===== src/rtl/truth_table_sweeper.sv =====
// -----------------------------------------------------------------------------
// truth_table_sweeper
//
// Steps an N_IN-input, 1-output combinational unit through every input vector.
// Each vector is held for SETTLE+1 cycles, and the unit's output is sampled on
// the last edge of that window into a 2^N_IN-bit truth table. The number of
// ones captured is counted alongside.
//
// Parameters:
//   N_IN    number of unit inputs (1..8)
//   SETTLE  extra hold cycles per vector before sampling (0..15)
//
// Ports:
//   clk         rising-edge clock
//   rst         asynchronous reset, active-high
//   start       sweep request, honoured only in IDLE
//   dut_o       output of the unit under control
//   vec_out     input vector driven to the unit
//   busy        high while a sweep is running
//   done        one-cycle pulse when a sweep completes
//   table_out   captured truth table, bit k = dut_o for vector value k
//   ones_count  number of 1 bits in table_out
//
// Optional feature macro: TRUTH_TABLE_SWEEPER_GRAY_EN
//   When defined, vectors are visited in reflected Gray order, so only one
//   input bit changes per step. Captures still land at the vector's own bit
//   position, so table_out matches binary mode.
// -----------------------------------------------------------------------------
module truth_table_sweeper #(
    parameter int N_IN   = 5,
    parameter int SETTLE = 1
) (
    input  logic                 clk,
    input  logic                 rst,
    input  logic                 start,
    input  logic                 dut_o,
    output logic [N_IN-1:0]      vec_out,
    output logic                 busy,
    output logic                 done,
    output logic [(2**N_IN)-1:0] table_out,
    output logic [N_IN:0]        ones_count
);

    typedef enum logic [1:0] {
        ST_IDLE = 2'd0,
        ST_RUN  = 2'd1,
        ST_DONE = 2'd2
    } state_t;

    localparam logic [3:0]      SETTLE_C = 4'(SETTLE);
    localparam logic [N_IN-1:0] IDX_ZERO = {N_IN{1'b0}};
    localparam logic [N_IN-1:0] IDX_ONE  = N_IN'(1);
    localparam logic [N_IN-1:0] IDX_LAST = {N_IN{1'b1}};

    state_t          state_r;
    logic [N_IN-1:0] idx_r;
    logic [3:0]      cnt_r;

    // Map the sweep index to the vector actually applied to the unit.
    function automatic logic [N_IN-1:0] code(input logic [N_IN-1:0] i);
`ifdef TRUTH_TABLE_SWEEPER_GRAY_EN
        return i ^ (i >> 1);
`else
        return i;
`endif
    endfunction

    // Sweep sequencer: state, counters and all registered outputs.
    always_ff @(posedge clk or posedge rst) begin
        if (rst) begin
            state_r    <= ST_IDLE;
            idx_r      <= IDX_ZERO;
            cnt_r      <= 4'd0;
            vec_out    <= IDX_ZERO;
            busy       <= 1'b0;
            done       <= 1'b0;
            table_out  <= {(2**N_IN){1'b0}};
            ones_count <= {(N_IN+1){1'b0}};
        end else begin
            case (state_r)
                ST_IDLE: begin
                    done <= 1'b0;
                    if (start) begin
                        state_r    <= ST_RUN;
                        idx_r      <= IDX_ZERO;
                        cnt_r      <= 4'd0;
                        vec_out    <= code(IDX_ZERO);
                        busy       <= 1'b1;
                        table_out  <= {(2**N_IN){1'b0}};
                        ones_count <= {(N_IN+1){1'b0}};
                    end else begin
                        vec_out <= IDX_ZERO;
                        busy    <= 1'b0;
                    end
                end
                ST_RUN: begin
                    // cnt_r counts up to SETTLE; the edge where it equals
                    // SETTLE is the last edge of the hold window.
                    if (cnt_r != SETTLE_C) begin
                        cnt_r <= cnt_r + 4'd1;
                    end else begin
                        table_out[code(idx_r)] <= dut_o;
                        ones_count <= ones_count + {{N_IN{1'b0}}, dut_o};
                        cnt_r      <= 4'd0;
                        if (idx_r == IDX_LAST) begin
                            state_r <= ST_DONE;
                            vec_out <= IDX_ZERO;
                            busy    <= 1'b0;
                            done    <= 1'b1;
                        end else begin
                            // Vector register runs with the index so that
                            // vec_out is always code(idx_r) during RUN.
                            idx_r   <= idx_r + IDX_ONE;
                            vec_out <= code(idx_r + IDX_ONE);
                        end
                    end
                end
                ST_DONE: begin
                    state_r <= ST_IDLE;
                    vec_out <= IDX_ZERO;
                    busy    <= 1'b0;
                    done    <= 1'b0;
                end
                default: begin
                    state_r <= ST_IDLE;
                    idx_r   <= IDX_ZERO;
                    cnt_r   <= 4'd0;
                    vec_out <= IDX_ZERO;
                    busy    <= 1'b0;
                    done    <= 1'b0;
                end
            endcase
        end
    end

endmodule


===== config.mk =====
export PLATFORM = sky130hd
export DESIGN_NAME = truth_table_sweeper
export DESIGN_NICKNAME = d
export VERILOG_FILES = /design/src/rtl/truth_table_sweeper.sv
export SDC_FILE = /design/constraint.sdc
export NUM_CORES = 1
export LEC_CHECK = 0
export CORE_ASPECT_RATIO = 0.5
export CORE_MARGIN = 8
export CORE_UTILIZATION = 49
export CTS_CLUSTER_DIAMETER = 100
export CTS_CLUSTER_SIZE = 8
export DETAILED_ROUTE_END_ITERATION = 6
export PLACE_DENSITY = 0.72
export SETUP_SLACK_MARGIN = 0.05
export SYNTH_ARGS = -nofsm -noshare
export SYNTH_HDL_FRONTEND = slang
export SYNTH_SLANG_ARGS = --single-unit

===== constraint.sdc =====
create_clock -name clk -period 2.19 [get_ports clk]
set_clock_uncertainty 0.1 [all_clocks]
set_input_delay 0.5475 -clock clk [delete_from_list [all_inputs] [get_ports clk]]
set_output_delay 0.5475 -clock clk [all_outputs]
set_load 0.02 [all_outputs]

==> out/results.ini <==
[cts]
cts-root-buf = clkbuf_16
cts-buffers-inserted = 5
cts_sinks = 56
clk_pin_slew_ns = 0.07
clock_latency_ns = 0.29
h-tree-depth = 2
clock_path_buffers = 2
cts_tree = yes
holdBufCountCts = 0

[cells_and_area]
syn_to_final_growth_pct = 24.80
num_antenna_cells = 0
final_util = 0.6276
layout.cells.most_common = nand3_1
post_route_cells_drive_above_1_share = 0.1443
layout.cells.most_common_list = nand3_1, dfrtp_1, clkdlybuf4s50_1, inv_1, a211o_1
final_cells = 487
nets = 407

[grt]
grt_first_pass_wirelength_mm = 14.92
grt_max_degree = 57
grt_pass1_vias = 2900
grtUsageTotal = 0.1867
antenna_found_initial = 0
grt-ovfl-total = 0

[critical_path]
crit_chain = ha_1 -> nand3_1 -> inv_1 -> ha_2 -> nor4b_4 -> o22ai_2 -> mux2_2
crit_arrival_ns = 2.08
criticalPathCategory = flop to flop
start_kind = flop
cpPeakStageDelay_ns = 0.40
cp_top_family = simple AND/OR/NAND/NOR gates
required_ns = 2.26
crit_slowest_cell = dfrtp_1
r2r-start = idx_r[1]
crit_buf_inv = 1
path_max_fanout = 4
crit_path_start = idx_r[1]
crit_path_end_kind = flop

[synth]
synthFlopType = dfrtp_1
avgSynthCellArea_sq_um = 9.432
yosys_warnings = 0
synth_enable_flop_cells = 0
ys_ff_latch = 56
yosysSeqAreaShare = 0.4209
synth.cell_area_sq_mm = 0.003329
ys_types = 46
synthCells = 353
ys_async_sr_fraction = 1.000
syn-num-nets = 366

[detailed_routing]
drc_errors = 0
via_per_inst = 6.041
dr.pass1.iters = 6
via_count = 2942
post_drt_wl_per_cell_um = 18.25
postRouteAntennaNets = 0
drt_wl_total_mm = 8.887
drt-initial-drc-count = 271

[timing]
min_period_over_period = 0.9176
hold_viol_final = 0
tightest_slew_ns = 0.6827
relSlewSlack = 0.5414
post-route-worst-setup-slack_ns = 0.1804
fin_setup_tns_ns = 0
rsz0062_at_grt = no
fmax_ghz = 0.4976
setup_viol = 0
slew_violations = 0
min_period_ns = 2.010

[worst_hold_path]
hp-class = flop to flop
hp-start = vec_out[2]

[floorplan]
die_w_um = 132.6
core_area_sq_mm = 0.006621
ioPinCount = 49
start_util = 0.5028
die_area_sq_mm = 0.009848
rows = 21
fp.dieH_um = 74.29

[flow_run]
maxCapViolations = 0

[power]
p_per_area_mw_per_mm2 = 571.2
cellLeakagePower_nw = 2.142
power_mw = 2.373
peakVddDrop_mv = 0.3012

[place]
dp_hpwl_mm = 5.873
post-place-ws_ns = 0.03627
dp_cells = 477
routabilityCongestion = 0.8256
numPortBuffers = 48

[status]
status = completed

## synthesized netlist by cell type, types with 2 or more instances
cell type	count	area share
nand4_1	6	0.011
a22o_1	3	0.0079
o22ai_1	4	0.0075
buf_1	5	0.0056
inv_1	32	0.036
ha_1	9	0.034
clkbuf_1	15	0.017
nand2_1	15	0.017
o211ai_1	17	0.038
buf_4	6	0.014
a211o_1	25	0.066
and3b_1	3	0.0079
a21oi_1	7	0.011
and4b_1	4	0.012
mux2i_1	4	0.012
and3_1	3	0.0056
nand2b_1	2	0.0038
o2bb2ai_1	2	0.0053
or3_1	3	0.0056
buf_2	9	0.014
o21ai_0	6	0.0090
nor3b_2	3	0.011
buf_6	2	0.0068
nor2b_1	4	0.0075
a31oi_1	2	0.0038
o211ai_2	14	0.053
or3b_1	2	0.0053
nand3_1	70	0.11
a21o_1	2	0.0045
dfrtp_1	56	0.42
nor2_1	3	0.0034
## cells by family (layout without fill, tap and decap cells)
family,count (synthesis),in the layout,share of synthesized area
AOI/OAI and AO/OA,85,85,0.2127
xor gates and xnor gates,2,2,0.005262
adders and majority gates,9,9,0.03382
buffers and inverters,69,111,0.09244
DFF,56,56,0.4209
muxes,5,5,0.01541
and+or+nand+nor,127,127,0.2195
## cell type report
| class | instances | area, sq um |
|---|---|---|
| well taps | 92 | 115.1 |
| clock inverters | 1 | 30.03 |
| flip-flops and latches | 56 | 1401 |
| multi-input cells | 228 | 1645 |
| clock buffers | 7 | 152.6 |
| repair buffers | 71 | 690.7 |
| inverters | 32 | 120.1 |
| fillers | 551 | 2466 |
## layer usage
metal / vias up / global-route usage / wire length (um)
li1: 1372 / - / -
met3: 17 / 0.04582 / 539
met2: 91 / 0.3196 / 4337
met5: - / 0 / 0
met1: 1462 / 0.2311 / 3842
met4: 0 / 0.06110 / 167
## worst register-to-register path, delay by kind of cell, from the launching register on
kind                       cells  cell delay (ns)
buffers and inverters          1             0.06
AOI/OAI and AO/OA              1             0.18
muxes                          1             0.29
DFF                            1             0.40
adders and majority gates      2             0.40
and+or+nand+nor                2             0.47
## power by group
group | internal (mW) | total (mW) | switching, mW
Clock | 0.603 | 0.973 | 0.369
Combinational | 0.126 | 0.274 | 0.147
Sequential | 1.08 | 1.13 | 0.0464
## path summary, 6_finish.rpt
kind / end / cells after the start / slack, ns
min in group asynchronous: ones_count[2] / 3 / 0.54
worst min register to register: vec_out[2] / 2 / 0.42
max in group asynchronous: table_out[20] / 3 / 1.20
worst max register to register: idx_r[0] / 7 / 0.18
worst max-delay path: idx_r[0] / 7 / 0.18
worst min-delay path: vec_out[2] / 2 / 0.42
## flip-flops by register name, indices dropped and copies added, names as in the netlist
| name | count |
|---|---|
| busy | 1 |
| cnt_r | 4 |
| done | 1 |
| idx_r | 5 |
| ones_count | 6 |
| state_r | 2 |
| table_out | 32 |
| vec_out | 5 |
## repair_timing
item                                    CTS  global route
endpoints found under the setup margin    0             3
gates resized for setup                   0             2
setup buffers                             0             2
## metrics by stage
step                      hold slack, ns  instance area (sq um)
after floorplan                   0.3970                   3339
after global placement            0.3805                   3949
after detailed placement          0.4160                   3949
after CTS                         0.4185                   4131
after global routing              0.4258                   4155
final                             0.4179                   4155
(Power assumes the default switching activity.)
